<file path="config.mk">
export PLATFORM = sky130hd
export DESIGN_NAME = store_buffer
export DESIGN_NICKNAME = d
export VERILOG_FILES = /design/src/rtl/store_buffer.sv
export SDC_FILE = /design/constraint.sdc
export NUM_CORES = 1
export LEC_CHECK = 0
export BUFFER_PORTS_ARGS = -buffer_cell sky130_fd_sc_hd__clkbuf_2
export CAP_MARGIN = 5
export CELL_PAD_IN_SITES_DETAIL_PLACEMENT = 2
export CELL_PAD_IN_SITES_GLOBAL_PLACEMENT = 2
export CORE_MARGIN = 10
export CORE_UTILIZATION = 41
export CTS_CLUSTER_SIZE = 28
export DETAILED_ROUTE_END_ITERATION = 8
export GPL_TIMING_DRIVEN = 0
export PLACE_DENSITY = 0.79
export SLEW_MARGIN = 20
export SYNTH_ARGS = -nofsm -noshare
export SYNTH_HDL_FRONTEND = slang
export SYNTH_SLANG_ARGS = --single-unit
export TNS_END_PERCENT = 10
</file>
<file path="constraint.sdc">
create_clock -name Clk -period 3.1 [get_ports Clk]
set_clock_uncertainty 0.15 [all_clocks]
set_input_delay 0.31 -clock Clk [delete_from_list [all_inputs] [get_ports Clk]]
set_output_delay 0.31 -clock Clk [all_outputs]
set_load 0.02 [all_outputs]
</file>
<file path="src/rtl/store_buffer.sv">
// Store buffer between the MEM stage and a word-addressed data memory. Stores are visible on the
// memory port from the cycle after acceptance; St_Ready drops at DEPTH entries, with no bypass.
module store_buffer #(
   parameter int DEPTH = 4,
   parameter int AW    = 11
) (
   input  logic                         Clk,
   input  logic                         Rst_n,
   input  logic                         St_Valid,
   output logic                         St_Ready,
   input  logic [31:0]                  St_Addr,
   input  logic [31:0]                  St_Data,
   input  logic [1:0]                   St_Size,
   output logic                         St_Err,
   input  logic                         Ld_Req,
   input  logic [31:0]                  Ld_Addr,
   output logic                         Ld_Hazard,
   output logic [AW-1:0]                Mem_A,
   output logic [31:0]                  Mem_Din,
   output logic [3:0]                   Mem_BE,
   output logic                         Mem_WE,
   output logic                         Empty,
   output logic [$clog2(DEPTH+1)-1:0]   Count
);

   localparam int PW = $clog2(DEPTH);
   localparam int CW = $clog2(DEPTH+1);

   typedef struct packed {
      logic [AW-1:0] addr;
      logic [31:0]   dat;
      logic [3:0]    be;
   } entry_t;

   entry_t           ent_q [DEPTH];
   logic [DEPTH-1:0] vld_q;
   logic [PW-1:0]    wr_ptr;
   logic [PW-1:0]    rd_ptr;
   logic [CW-1:0]    count_q;

   logic             st_acc;
   logic             st_push;
   logic             lane_err;
   logic [3:0]       lane_be;
   logic [31:0]      lane_dat;
   logic             hit;
   logic             drain_en;
   entry_t           head;
   logic [AW-1:0]    ld_wa;

   logic             unused_addr_bits;
   assign unused_addr_bits = ^{St_Addr[31:AW+2], Ld_Addr[31:AW+2], Ld_Addr[1:0]};

   assign ld_wa    = Ld_Addr[AW+1:2];
   assign Empty    = (count_q == '0);
   assign St_Ready = (count_q != CW'(DEPTH));
   assign Count    = count_q;
   assign st_acc   = St_Valid && St_Ready;
   assign st_push  = st_acc && !lane_err;

   // Replicate the datum across every lane it could land in; the byte enables select the lane.
   always_comb begin
      lane_be  = 4'b0000;
      lane_dat = 32'h0;
      lane_err = 1'b0;
      case (St_Size)
         2'b00: begin
            lane_be  = 4'b0001 << St_Addr[1:0];
            lane_dat = {4{St_Data[7:0]}};
         end
         2'b01: begin
            lane_be  = St_Addr[1] ? 4'b1100 : 4'b0011;
            lane_dat = {2{St_Data[15:0]}};
            lane_err = St_Addr[0];
         end
         2'b10: begin
            lane_be  = 4'b1111;
            lane_dat = St_Data;
            lane_err = |St_Addr[1:0];
         end
         default: lane_err = 1'b1;
      endcase
   end

   always_comb begin
      hit = 1'b0;
      for (int i = 0; i < DEPTH; i++) begin
         if (vld_q[i] && (ent_q[i].addr == ld_wa)) hit = 1'b1;
      end
   end

   // A hazarding load yields the port so the matching store can retire first.
   assign Ld_Hazard = Ld_Req && hit;
   assign drain_en  = !Empty && (!Ld_Req || Ld_Hazard);
   assign head      = ent_q[rd_ptr];

   always_comb begin
      Mem_WE  = drain_en;
      Mem_A   = ld_wa;
      Mem_Din = 32'h0;
      Mem_BE  = 4'b0000;
      if (drain_en) begin
         Mem_A   = head.addr;
         Mem_Din = head.dat;
         Mem_BE  = head.be;
      end
   end

   always_ff @(posedge Clk) begin
      if (st_push) begin
         ent_q[wr_ptr] <= '{addr: St_Addr[AW+1:2], dat: lane_dat, be: lane_be};
      end
   end

   always_ff @(posedge Clk or negedge Rst_n) begin
      if (!Rst_n) begin
         wr_ptr  <= '0;
         rd_ptr  <= '0;
         count_q <= '0;
         vld_q   <= '0;
         St_Err  <= 1'b0;
      end else begin
         St_Err <= st_acc && lane_err;
         if (drain_en) begin
            vld_q[rd_ptr] <= 1'b0;
            rd_ptr        <= rd_ptr + PW'(1);
         end
         if (st_push) begin
            vld_q[wr_ptr] <= 1'b1;
            wr_ptr        <= wr_ptr + PW'(1);
         end
         case ({st_push, drain_en})
            2'b10:   count_q <= count_q + CW'(1);
            2'b01:   count_q <= count_q - CW'(1);
            default: count_q <= count_q;
         endcase
      end
   end

endmodule

</file>
Word-level counts from Yosys, hierarchy flattened
Memory sizes are Yosys's and may differ from the RTL's.
Cells that the tools add are included.
- bitwise logic cells: 3
- multiplexer cells: 20
- add/sub/neg operators: 4
- reduce and logical (&&, ||, !) cells: 19
- $lt $le $gt $ge: 4
- equal/unequal tests: 9
- shift operators: 1
- operators with widths (operator ; number):
    32-bit case mux with 3 select lines ; 1
    11-bit equality test ; 4
    32-bit two-way mux ; 1
    4-bit two-way mux ; 4
    4-bit case mux with 3 select lines ; 1
    1-bit logical AND ; 11
    11-bit two-way mux ; 1
    1-bit two-way mux ; 8
    2-bit by 3-bit < comparator with 1-bit output (second input constant) ; 2
    3-bit case mux with 2 select lines ; 1
    2-bit by 1-bit adder with 2-bit output (second input constant) ; 2
    4-bit AND ; 1
    1-bit demux with 2-bit select ; 2
    2-bit by 1-bit equality test with 1-bit output (second input constant) ; 2
    2-bit equality test (second input constant) ; 2
    2-bit by 1-bit greater-or-equal comparator with 1-bit output (second input constant) ; 2
    4-bit NOT ; 1
    4-bit bitwise OR ; 1
    1-bit by 2-bit << shifter with 4-bit output (first input constant) ; 1
    3-bit by 1-bit adder with 3-bit output (second input constant) ; 1
    1-bit logical NOT ; 3
    3-bit logical NOT ; 1
    3-bit != test (second input constant) ; 1
    1-bit case mux with 3 select lines ; 1
    5 further kinds ; 5
- input bits: 102
- register bits: 12
- memories: 1
- output and inout bits: 55
- RAM bits: 188
- logic and storage cells: 66
- memory list (name ; words ; width ; read ports ; clocked after Yosys merged registers in ; write ports ; line ; source):
    ent_q ; 4 ; 47 ; 5 ; 0 ; 1 ; 35 ; entry_t ent_q [DEPTH];

Depth between registers and ports, before layout
Gate-level depths: netlist of run 1.
- depth after elaboration: 12
- mapped depth: 13
- gate-level depth less buffers: 11

Worst setup path after synthesis of run 1
OpenSTA, ideal clock, no wires.
- path type: reg2reg
- start: reg count_q[0] (netlist: Count[0])
- end: mem ent_q[1][0] in the netlist's numbering, enable pin
- arrival: 2.426 ns
- path buffers: 1
- stages on the path, launching flop included: 7
- library setup time: 0.410 ns
- path slack: 0.114 ns
- cells stage by stage: dfrtp_1 > inv_1 > nand3_1 > nand2_1 > nor2_1 > buf_2 > and2_1
- word-level cells in the longest chain between the ends: 5
- RTL lines (element ; line ; source):
    start: declaration ; 39 ; logic [CW-1:0] count_q;
    start signal: assignment ; 133 ; 2'b10: count_q <= count_q + CW'(1);
    start signal: assignment ; 134 ; 2'b01: count_q <= count_q - CW'(1);
    start signal: assignment ; 135 ; default: count_q <= count_q;
    3-bit != test ; 56 ; assign St_Ready = (count_q != CW'(DEPTH));
    net St_Ready ; 10 ; output logic St_Ready,
    1-bit logical AND ; 58 ; assign st_acc = St_Valid && St_Ready;
    1-bit logical AND ; 59 ; assign st_push = st_acc && !lane_err;
    1-bit two-way mux ; 110 ; if (st_push) begin
    1-bit two-way mux (not written as such) ; 111 ; ent_q[wr_ptr] <= '{addr: St_Addr[AW+1:2], dat: lane_dat, be: lane_be};
    end: declaration ; 35 ;
The timed path passes the listed nets, and every way through them passes these cells.

==> reports/summary.txt, run 1 <==
Area Overhead vs Synth -> 23.2%
Vias in the first global route -> 6,408
Minimum clock period -> 3.10 ns
Worst-path clk slew -> 0.08 ns
Sw Share -> 0.347
Final Hold Fails -> 0
Inst Count DP -> 928
Layout cell share with drive strength beyond 1 -> 0.384
Slew @ Worst Pin -> 0.806 ns
Final-stage net count -> 799
Power per Cell Area -> 802 nW/um^2
Chip Height -> 169 um
Failing checks -> negative setup slack
Final Total Pwr -> 8.99 mW
DPL Wire Length -> 19.1 mm
Antenna Nets Post-Route -> 0
Worst Slack Setup Final -> -0.00412 ns
Max incr delay on CP -> 0.43 ns
Clk_lat worst skew -> 0.45 ns
Finished Core Util -> 0.514
Dpl ws -> -0.153 ns
Startpoint types -> register
Class of the worst hold path -> primary input to register
Gate Count Post-Synth -> 540
Seq pwr share -> 0.388
Final estimated routing congestion in global placement -> 0.845
Internal power -> 5.87 mW
Worst vdd ir -> 517 uV
Detailed Routing Iterations Pass 1 -> 4
Slowest CP cell -> edfxtp_1
Initial Util -> 0.417
Drt wl/cell -> 28.9 um
Critical Path RT -> 2.64 ns
RSZ-0062 raised after global routing -> true
Max cap viols -> 0
Routed wire length -> 28.4 mm
Post-route cell area -> 11,200 sq um
Switching power -> 3.12 mW
Sinks on Clock Net -> 200
Syn avg cell area -> 16.8 sq um
Vias per cell -> 5.62
Post-route setup TNS -> -0.00412 ns
Finished Layout Cells -> 981
Rel. slew slack -> 0.463
Endpoints failing setup -> 1
Synth Cell Area -> 9090 sq um
CP Class -> register to output pin
Combinational share of power -> 0.360
Hold slack -> 0.0750 ns
DIE AREA -> 28,500 sq um
DR iter-0 viols -> 382
Die width -> 169 um
Post-synth top area share -> 0.621
Fmax -> 322 MHz
Root buffer cell -> clkbuf_16
Via count -> 5,512
Overall Global Routing Usage -> 0.198
Total clock buffers created by CTS -> 17
I/O pin cnt -> 157
First-pass GRT wire length -> 42.0 mm
Worst path arrival time -> 2.64 ns
GRT overflow -> 0
Cells along the critical path -> xnor2_2 > nand4_1 > nor3_4 > nor4_4 > a21oi_4 > buf_12 > buf_8 > mux2_4 > buf_6
Library cells used by synthesis -> 34
Pin count of the biggest net entering global routing -> 32
Core footprint -> 21,800 sq um
Clock power frac -> 0.252
CTS tree -> done
Initial antenna violation count -> 2
CP endpoint kind -> output pin
Number of synthesis warnings -> 0
Register area share after synthesis -> 0.654
Worst-path fanout max -> 6
Post-Syn Nets -> 652
Status -> complete, but fails checks
Htree depth -> 4
Ranking of synthesized cells by area -> edfxtp_1 (62%), mux4_2 (12%), xnor2_1 (4.5%)
Dpl cell area -> 10,100 sq um
Synthesized flop and latch total -> 200
Max-slew violations -> 0
DRC -> 0
P_leak -> 4.20 nW
Post-synth top area cell -> edfxtp_1
Port Buffers -> 104
Clock buffer depth -> 2
Std-Cell Rows -> 54
Tcrit/Tclk final -> 1.00
==> cell type report <==
class | instances | area (sq um)
fill | 1951 | 10600
sequential | 200 | 5950
multi-input combinational | 286 | 3070
timing repair buffer | 129 | 911
clock buffer | 17 | 425
tap | 280 | 350
buffer | 35 | 251
clock inverter | 15 | 181
inverter | 18 | 67.6
antenna | 1 | 2.50
==> critical path: cells and delay by family (launching register included) <==
kind                      cells  cell delay [ns]
AOI/OAI and AO/OA             1             0.18
xor gates and xnor gates      1             0.29
buffers and inverters         3             0.43
DFF                           1             0.43
muxes                         1             0.33
and+or+nand+nor               3             0.53
==> state kept, by name, indices dropped and copies added, names as in the netlist <==
signal,count
wr_ptr,2
St_Err,1
vld_q,4
rd_ptr,2
ent_q,188
Count,3
==> per-layer routing <==
| layer | global-route usage | routed length, um | vias to the layer above |
|---|---|---|---|
| met5 | 0 | 13 | - |
| met4 | 0.0772 | 810 | 2 |
| met3 | 0.0449 | 1470 | 52 |
| met2 | 0.345 | 14800 | 216 |
| met1 | 0.233 | 11200 | 2877 |
| li1 | - | - | 2365 |
==> worst paths after layout <==
check | startpoint | end | slack (ns) | cells past startpoint
worst max register to register | ent_q[2][36]$_DFFE_PP_ | Count[2]$_DFFE_PN0P_ | 0.06 | 13
worst max-delay path | ent_q[2][36]$_DFFE_PP_ | Mem_A[9] | -0.004 | 9
worst min register to register | Count[2]$_DFFE_PN0P_ | Count[2]$_DFFE_PN0P_ | 0.37 | 1
min in group asynchronous | Rst_n | vld_q[1]$_DFF_PN0_ | 0.19 | 2
worst min-delay path | St_Data[27] | ent_q[2][31]$_DFFE_PP_ | 0.08 | 2
max in group asynchronous | Rst_n | Count[2]$_DFFE_PN0P_ | 2.35 | 2
==> repair_timing <==
action | CTS | global route
setup buffers | 1 | 6
hold endpoints to repair | 57 | 0
setup endpoints to repair | 43 | 38
pin swaps | 2 | 9
cloned | 0 | 1
hold buffers | 13 | 0
gates resized for setup | 21 | 73
==> power groups by stage <==
stage	combinational (mW)	clock, mW	sequential, mW
2_1_floorplan	2.00	0	3.49
3_3_place_gp	2.86	0	3.52
3_5_place_dp	3.01	0	3.54
4_1_cts	3.11	2.29	3.49
5_1_grt	3.47	2.39	3.51
6_report	3.23	2.27	3.49
==> synthesized netlist by cell type <==
| cell | instances |
|---|---|
| nand4_1 | 24 |
| clkbuf_2 | 2 |
| nand2_1 | 15 |
| nor2b_1 | 1 |
| and2_1 | 40 |
| buf_6 | 7 |
| a21oi_4 | 1 |
| xnor2_1 | 47 |
| nor4_4 | 1 |
| ha_1 | 9 |
| inv_1 | 18 |
| mux2i_1 | 10 |
| buf_2 | 4 |
| nor3_2 | 4 |
| dfrtp_1 | 12 |
| fa_1 | 1 |
| nor2_1 | 14 |
| buf_1 | 3 |
| xor2_1 | 2 |
| o21ai_0 | 10 |
| or3_1 | 1 |
| a2bb2oi_1 | 4 |
| edfxtp_1 | 188 |
| mux2_4 | 12 |
| o41a_1 | 1 |
| buf_12 | 1 |
| nand2b_1 | 1 |
| nand3_1 | 1 |
| a21oi_1 | 18 |
| a21o_1 | 16 |
| mux4_2 | 47 |
| buf_4 | 6 |
| nor3_1 | 6 |
| clkbuf_1 | 13 |
==> cell families (layout without fill, tap and decap cells) <==
logic type                 after synthesis  after routing  synth area share
buffers and inverters                   54            214            0.0332
xor gates and xnor gates                49             49            0.0472
adders and majority gates               10             10            0.0146
muxes                                   69             69             0.147
AOI/OAI and AO/OA                       50             50            0.0355
and+or+nand+nor                        108            108            0.0686
DFF                                    200            200             0.654
other                                    0              1                 0
==> placed cells by master (no fill, tap or decap), drive strengths merged, types with 2 or more instances in the layout <==
master,count
clkbuf,114
nand2,15
inv,25
and2,40
a21oi,19
a2bb2oi,4
mux2,12
mux2i,10
mux4,47
nor3,10
o21ai,10
a21o,16
buf,54
dfrtp,12
clkinv,8
edfxtp,188
nand4,24
xnor2,47
nor2,14
ha,9
xor2,2
dlygate4sd3,13
(Power assumes the default switching activity.)
==> run 2, diff against run 1 <==
- BUFFER_PORTS_ARGS: -buffer_cell sky130_fd_sc_hd__clkbuf_2 -> not set
- CORE_UTILIZATION: 41 -> 46
- DONT_BUFFER_PORTS: not set -> 1
- PLACE_DENSITY: 0.79 -> 0.78
==> run 2 against run 1 <==
Effect of this change: the flow now finishes without violations; sequential share of layout area rose by 3.2 points; non-clock buffer count decreased by 94; global-route usage increased by 0.20 points; largest power group unchanged; highest routed layer is now met4.
==> reports/summary.txt, run 2 (synthesis gave the netlist of run 1 again) <==
Slew @ Worst Pin -> 0.768 ns (-0.0384 ns)
Minimum clock period -> 3.06 ns (-0.0411 ns)
R2R depth -> 13 (unchanged)
Endpoints failing setup -> 0 (-1)
Worst-path fanout max -> 10 (+4)
Std-Cell Rows -> 51 (-5.6%)
Class of the worst hold path -> primary input to register
CTS tree -> done
Final Total Pwr -> 8.59 mW (-4.5%)
Clock buffer depth -> 2 (unchanged)
Number of fill cells -> 1,670 (-14%)
Sinks on Clock Net -> 200 (unchanged)
Overall Global Routing Usage -> 0.200 (+0.00199)
GRT overflow -> 0 (unchanged)
Seq pwr share -> 0.409 (+0.021)
Final estimated routing congestion in global placement -> 0.913 (+8.1%)
Slowest CP cell -> edfxtp_1
Critical Path RT -> 2.64 ns (about the same)
Port Buffers -> 0 (-100%)
Die width -> 161 um (-4.9%)
DIE AREA -> 25,800 sq um (-9.6%)
Hold Crit Depth -> 1 (-1)
Power per Cell Area -> 812 nW/um^2 (+1.2%)
Largest reg by FF count -> ent_q
Cells along the critical path -> xnor2_1 > nand4_1 > nor3_2 > nor4_4 > a21oi_4 > buf_12 > buf_12 > mux2_4
Vias in the first global route -> 5,735 (-11%)
Internal power -> 5.67 mW (-3.4%)
Initial antenna violation count -> 0 (-2)
CP endpoint kind -> output pin
Fmax -> 326 MHz (+1.3%)
DPL Wire Length -> 17.6 mm (-8.1%)
Worst-path clk slew -> 0.08 ns (about the same)
CP Class -> register to output pin
First-pass GRT wire length -> 38.4 mm (-8.7%)
Most common cell after layout, fill and taps aside -> edfxtp_1
Finished Layout Cells -> 871 (-11%)
Chip Height -> 161 um (-4.9%)
Core footprint -> 19,500 sq um (-11%)
Htree depth -> 4 (unchanged)
Sw Share -> 0.340 (-0.00737)
RR Startpoint -> ent_q[1][45]$_DFFE_PP_
Status -> complete, no violations
Drt wl/cell -> 29.3 um (+1.5%)
Final Hold Fails -> 0 (unchanged)
Clock power frac -> 0.265 (+0.013)
Hold_sp -> St_Data[15]
Inst Count DP -> 809 (-13%)
Top cell by count, worst path -> buf_12
Crit path from -> ent_q[1][45]$_DFFE_PP_
Total clock buffers created by CTS -> 17 (unchanged)
R2R Setup Slk -> 0.08 ns (+0.02 ns)
Initial Util -> 0.467 (+0.0506)
Max incr delay on CP -> 0.41 ns (-0.02 ns)
DR iter-0 viols -> 349 (-8.6%)
Pin count of the biggest net entering global routing -> 30 (-6.3%)
Routed wire length -> 25.5 mm (-9.9%)
Root buffer cell -> clkbuf_16
Layout cell share with drive strength beyond 1 -> 0.267 (-0.117)
Antenna Nets Post-Route -> 0 (unchanged)
Rel. slew slack -> 0.488 (+0.0256)
Max reg flops -> 188 (unchanged)
Combinational share of power -> 0.326 (-0.034)
Clk_lat worst skew -> 0.44 ns (about the same)
Reg2reg end -> Count[2]$_DFFE_PN0P_
Worst vdd ir -> 381 uV (-26%)
Final-stage net count -> 705 (-12%)
Area Overhead vs Synth -> 16.3%
P_leak -> 3.68 nW (-12%)
RSZ-0062 raised after global routing -> true
Max-slew violations -> 0 (unchanged)
DRC -> 0 (unchanged)
Worst path arrival time -> 2.60 ns (-0.04 ns)
Max cap viols -> 0 (unchanged)
Via count -> 5,006 (-9.2%)
Tcrit/Tclk final -> 0.988 (-0.0133)
Detailed Routing Iterations Pass 1 -> 4 (unchanged)
Vias per cell -> 5.75 (+2.3%)
Switching power -> 2.92 mW (-6.5%)
Antenna cells -> 0 (-1)
Most frequent cells in the layout -> edfxtp_1 (188), mux4_2 (47), xnor2_1 (37)
I/O pin cnt -> 157 (unchanged)
Startpoint types -> register
Min-Delay Endpoint -> ent_q[2][19]$_DFFE_PP_
==> run 2: cell count changes in the layout (fill, tap and decap cells not counted), moves of 3 or more <==
| cell | before | now |
|---|---|---|
| and2_1 | 34 | 16 |
| xnor2_2 | 27 | 10 |
| dlygate4sd3_1 | 13 | 27 |
| clkinv_8 | 5 | 2 |
| clkbuf_4 | 0 | 5 |
| buf_6 | 19 | 7 |
| and2_2 | 0 | 18 |
| clkbuf_2 | 85 | 2 |
| inv_8 | 4 | 7 |
| xnor2_1 | 20 | 37 |
| buf_2 | 6 | 2 |
| buf_4 | 21 | 7 |
==> run 2: worst max-delay path: cells and delay by family (launching register included) <==
family	cells	cell delay [ns]
DFF	1	0.41
and+or+nand+nor	3	0.56
muxes	1	0.35
AOI/OAI and AO/OA	1	0.18
buffers and inverters	2	0.30
xor gates and xnor gates	1	0.34
==> run 2: repair_timing <==
action / CTS / global route
endpoints found under the hold margin: 103 / 0
gates resized for setup: 11 / 38
buffers inserted: 1 / 2
setup endpoints to repair: 49 / 41
pin swaps: 3 / 7
gates cloned: 0 / 0
hold buffers: 27 / 0
==> run 2: how the worst max path moves through the flow <==
stage / to / slack [ns] / cells after the start
floorplan: ent_q[1][0]$_DFFE_PP_ / 0.11 / 6
detailed placement: Count[2]$_DFFE_PN0P_ / -0.25 / 13
finish: Mem_A[5] / 0.04 / 8
global placement: ent_q[1][23]$_DFFE_PP_ / -1.22 / 6
CTS: Count[2]$_DFFE_PN0P_ / 0.007 / 13
global route: Mem_A[5] / -0.08 / 8
==> run 2: area by class of cell <==
cell class	instances	area, sq um	area share
inverters	18	67.6	0.00639
flip-flops and latches	200	5950	0.562
multi-input cells	286	2980	0.282
well taps	265	332	0.0313
plain buffers	36	263	0.0248
repair buffers	34	385	0.0364
clock inverters	14	176	0.0167
clock buffers	18	429	0.0406
==> run 2: power groups by stage <==
| stage | Combinational, mW | Clock (mW) | Sequential [mW] |
|---|---|---|---|
| 3_5_place_dp | 2.68 | 0 | 3.56 |
| 5_1_grt | 3.02 | 2.42 | 3.54 |
| 6_report | 2.80 | 2.28 | 3.51 |
| 2_1_floorplan | 2.00 | 0 | 3.49 |
| 3_3_place_gp | 2.56 | 0 | 3.55 |
| 4_1_cts | 2.79 | 2.30 | 3.50 |
==> run 2: per-stage QoR <==
step | hold slack [ns] | TNS, ns | utilization | worst slack, ns | area (sq um)
after detailed placement | -0.135 | -0.286 | 0.489 | -0.249 | 9520
after global placement | -0.135 | -205.83 | 0.484 | -1.22 | 9430
after global routing | 0.0214 | -1.53 | 0.544 | -0.0782 | 10600
after CTS | 0.0120 | 0 | 0.537 | 0.00659 | 10400
after floorplan | -0.136 | 0 | - | 0.114 | 9090
final | 0.0279 | 0 | 0.544 | 0.0370 | 10600
==> run 2: routing by layer <==
layer	GRT usage	up-vias	wire length (um)
met2	0.356	158	13800
met4	0.0505	0	484
met5	0	-	0
li1	-	2179	-
met3	0.0552	29	1500
met1	0.233	2640	9740
==> run 3, diff against run 2 <==
--- a/config.mk
+++ b/config.mk
@@ -11,3 +11,3 @@
 export CORE_MARGIN = 10
-export CORE_UTILIZATION = 46
+export CORE_UTILIZATION = 41
 export CTS_CLUSTER_SIZE = 28
@@ -16,3 +16,3 @@
 export GPL_TIMING_DRIVEN = 0
-export PLACE_DENSITY = 0.78
+export PLACE_DENSITY = 0.73
 export SLEW_MARGIN = 20
==> constraint.sdc (replaced) <==
create_clock -name Clk -period 2.78 [get_ports Clk]
set_clock_uncertainty 0.15 [all_clocks]
set_input_delay 0.139 -clock Clk [delete_from_list [all_inputs] [get_ports Clk]]
set_output_delay 0.139 -clock Clk [all_outputs]
set_load 0.02 [all_outputs]
==> run 3 against run 2 <==
Effect of this change: the flow now finishes with violations (negative setup slack); highest routed layer unchanged; die area is 11% higher; final cell count rose by 4.9%; sequential share of layout area shrank 2.1 points; non-clock buffer count grew 28; critical path type unchanged.
==> reports/summary.txt, run 3 (synthesis gave the netlist of run 1 again) <==
Status -> complete, but fails checks
Failing checks -> negative setup slack
Max reg flops -> 188 (unchanged)
Startpoint types -> register
Sw Share -> 0.338 (-0.00140)
Class of the worst hold path -> primary input to asynchronous set/reset pin
Fmax -> 357 MHz
Slowest CP cell -> edfxtp_1
Worst Slack Setup Final -> -0.0247 ns (-0.0617 ns)
Most common cell after layout, fill and taps aside -> edfxtp_1
Worst vdd ir -> 477 uV (+25%)
DRC -> 0 (unchanged)
Worst-path fanout max -> 10 (unchanged)
Std-Cell Rows -> 54 (+5.9%)
DIE AREA -> 28,500 sq um (+11%)
Drt wl/cell -> 29.2 um (-0.37%)
Max incr delay on CP -> 0.43 ns (+0.02 ns)
P_leak -> 3.88 nW (+5.4%)
Most frequent cells in the layout -> edfxtp_1 (188), dlygate4sd3_1 (52), mux4_2 (47)
Initial Util -> 0.417 (-0.0506)
Chip Height -> 169 um (+5.2%)
Layout cell share with drive strength beyond 1 -> 0.304 (+0.0371)
Worst path arrival time -> 2.52 ns (-0.08 ns)
CP Class -> register to output pin
Final Total Pwr -> 9.57 mW (+11%)
Seq pwr share -> 0.410 (about the same)
GRT overflow -> 0 (unchanged)
Port Buffers -> 0 (unchanged)
Inst Count DP -> 824 (+1.9%)
DR iter-0 viols -> 356 (+2.0%)
Antenna Nets Post-Route -> 0 (unchanged)
Htree depth -> 4 (unchanged)
Combinational share of power -> 0.346 (+0.020)
Number of fill cells -> 1,974 (+18%)
Detailed Routing Iterations Pass 1 -> 5 (+1)
Cells along the critical path -> xnor2_2 > nand4_1 > nor3_2 > nor4_4 > a21oi_4 > buf_4 > buf_6 > mux2_4
Max cap viols -> 0 (unchanged)
Area Overhead vs Synth -> 20.8%
Root buffer cell -> clkbuf_16
Endpoints failing setup -> 12 (+12)
Final estimated routing congestion in global placement -> 0.805 (-12%)
Routed wire length -> 26.7 mm (+4.5%)
Hold slack -> 0.00851 ns (-0.0194 ns)
Largest reg by FF count -> ent_q
Slew @ Worst Pin -> 0.788 ns (+0.0204 ns)
Antenna cells -> 0 (unchanged)
DPL Wire Length -> 17.9 mm (+1.6%)
Worst-path clk slew -> 0.07 ns (about the same)
Clk_lat worst skew -> 0.44 ns (about the same)
Clock buffer depth -> 2 (unchanged)
Initial antenna violation count -> 0 (unchanged)
Switching power -> 3.24 mW (+11%)
Internal power -> 6.33 mW (+12%)
Core footprint -> 21,800 sq um (+12%)
I/O pin cnt -> 157 (unchanged)
RSZ-0062 raised after global routing -> true
Pin count of the biggest net entering global routing -> 26 (-13%)
Tcrit/Tclk final -> 1.01
Via count -> 5,154 (+3.0%)
Rel. slew slack -> 0.475 (-0.0136)
Final Hold Fails -> 0 (unchanged)
Max-slew violations -> 0 (unchanged)
Sinks on Clock Net -> 200 (unchanged)
CP delay by family, top -> simple AND/OR/NAND/NOR gates
Total clock buffers created by CTS -> 17 (unchanged)
Minimum clock period -> 2.80 ns
Clock power frac -> 0.244 (-0.021)
First-pass GRT wire length -> 40.4 mm (+5.2%)
Power per Cell Area -> 871 nW/um^2 (+7.3%)
Vias in the first global route -> 6,052 (+5.5%)
CP bufs+invs -> 2 (unchanged)
CP endpoint kind -> output pin
Die width -> 169 um (+5.2%)
Finished Layout Cells -> 914 (+4.9%)
Critical Path RT -> 2.49 ns (-0.15 ns)
Final-stage net count -> 733 (+4.0%)
Overall Global Routing Usage -> 0.189 (-0.0107)
Vias per cell -> 5.64 (-1.9%)
CTS tree -> done
[run 3: changes by cell type in the layout (fill, tap and decap cells not counted), sizes merged]
cell,change
dlygate4sd3,+25
clkbuf,-4
bufinv,-1
clkinv,+2
buf,+5
bufbuf,+1
inv,-4
clkinvlp,+4
[run 3: through the flow]
stage	setup WS, ns	cell area, sq um	TNS, ns	util
6_report	-0.0247	11000	-0.242	0.504
4_1_cts	-0.0232	10900	-0.0875	0.502
5_1_grt	-0.168	11000	-4.88	0.504
3_3_place_gp	-1.52	9450	-220.95	0.433
2_1_floorplan	-0.206	9100	-10.85	-
3_5_place_dp	-0.462	9540	-3.50	0.437
[run 3: layout make-up]
cell class / instances / area, sq um / area share
flip-flops and latches: 200 / 5950 / 0.541
inverters: 18 / 67.6 / 0.00615
clock buffers: 17 / 425 / 0.0387
clock inverters: 15 / 123 / 0.0112
repair buffers: 63 / 678 / 0.0617
well taps: 280 / 350 / 0.0319
multi-input cells: 286 / 3140 / 0.286
plain buffers: 35 / 256 / 0.0233
[run 3: final timing paths]
kind                                   startpoint  slack, ns  depth (start not counted)               endpoint
setup reg to reg           ent_q[0][41]$_DFFE_PP_      -0.02                         12   Count[2]$_DFFE_PN0P_
setup / recovery           ent_q[0][41]$_DFFE_PP_      -0.02                          8               Mem_A[8]
max in group asynchronous                   Rst_n       2.05                          1   Count[0]$_DFFE_PN0P_
hold / removal                              Rst_n      0.009                          1   Count[1]$_DFFE_PN0P_
hold reg to reg              Count[0]$_DFFE_PN0P_       0.45                          1   Count[0]$_DFFE_PN0P_
min in group Clk                       St_Addr[0]       0.05                          4  ent_q[0][1]$_DFFE_PP_
[run 3: routing by layer]
| layer | part of all wire | wire (um) | GRT usage | up-vias |
|---|---|---|---|---|
| li1 | - | - | - | 2236 |
| met1 | 0.39 | 10400 | 0.224 | 2738 |
| met2 | 0.54 | 14500 | 0.337 | 157 |
| met3 | 0.058 | 1550 | 0.0482 | 23 |
| met4 | 0.010 | 274 | 0.0447 | 0 |
| met5 | 0 | 0 | 0 | - |
[run 3: power by group through the flow]
stage / registers [mW] / clock network, mW / logic (mW)
finish: 3.92 / 2.34 / 3.31
global route: 3.96 / 2.48 / 3.54
CTS: 3.92 / 2.37 / 3.27
detailed placement: 3.97 / 0 / 3.00
global placement: 3.96 / 0 / 2.85
floorplan: 3.89 / 0 / 2.23
[run 3: what timing repair did]
item,in CTS,in global routing
gates cloned,1,0
hold buffers,52,0
buffers inserted,6,0
setup endpoints to repair,99,94
pin swaps,10,0
resized for setup,67,29
endpoints found under the hold margin,205,0
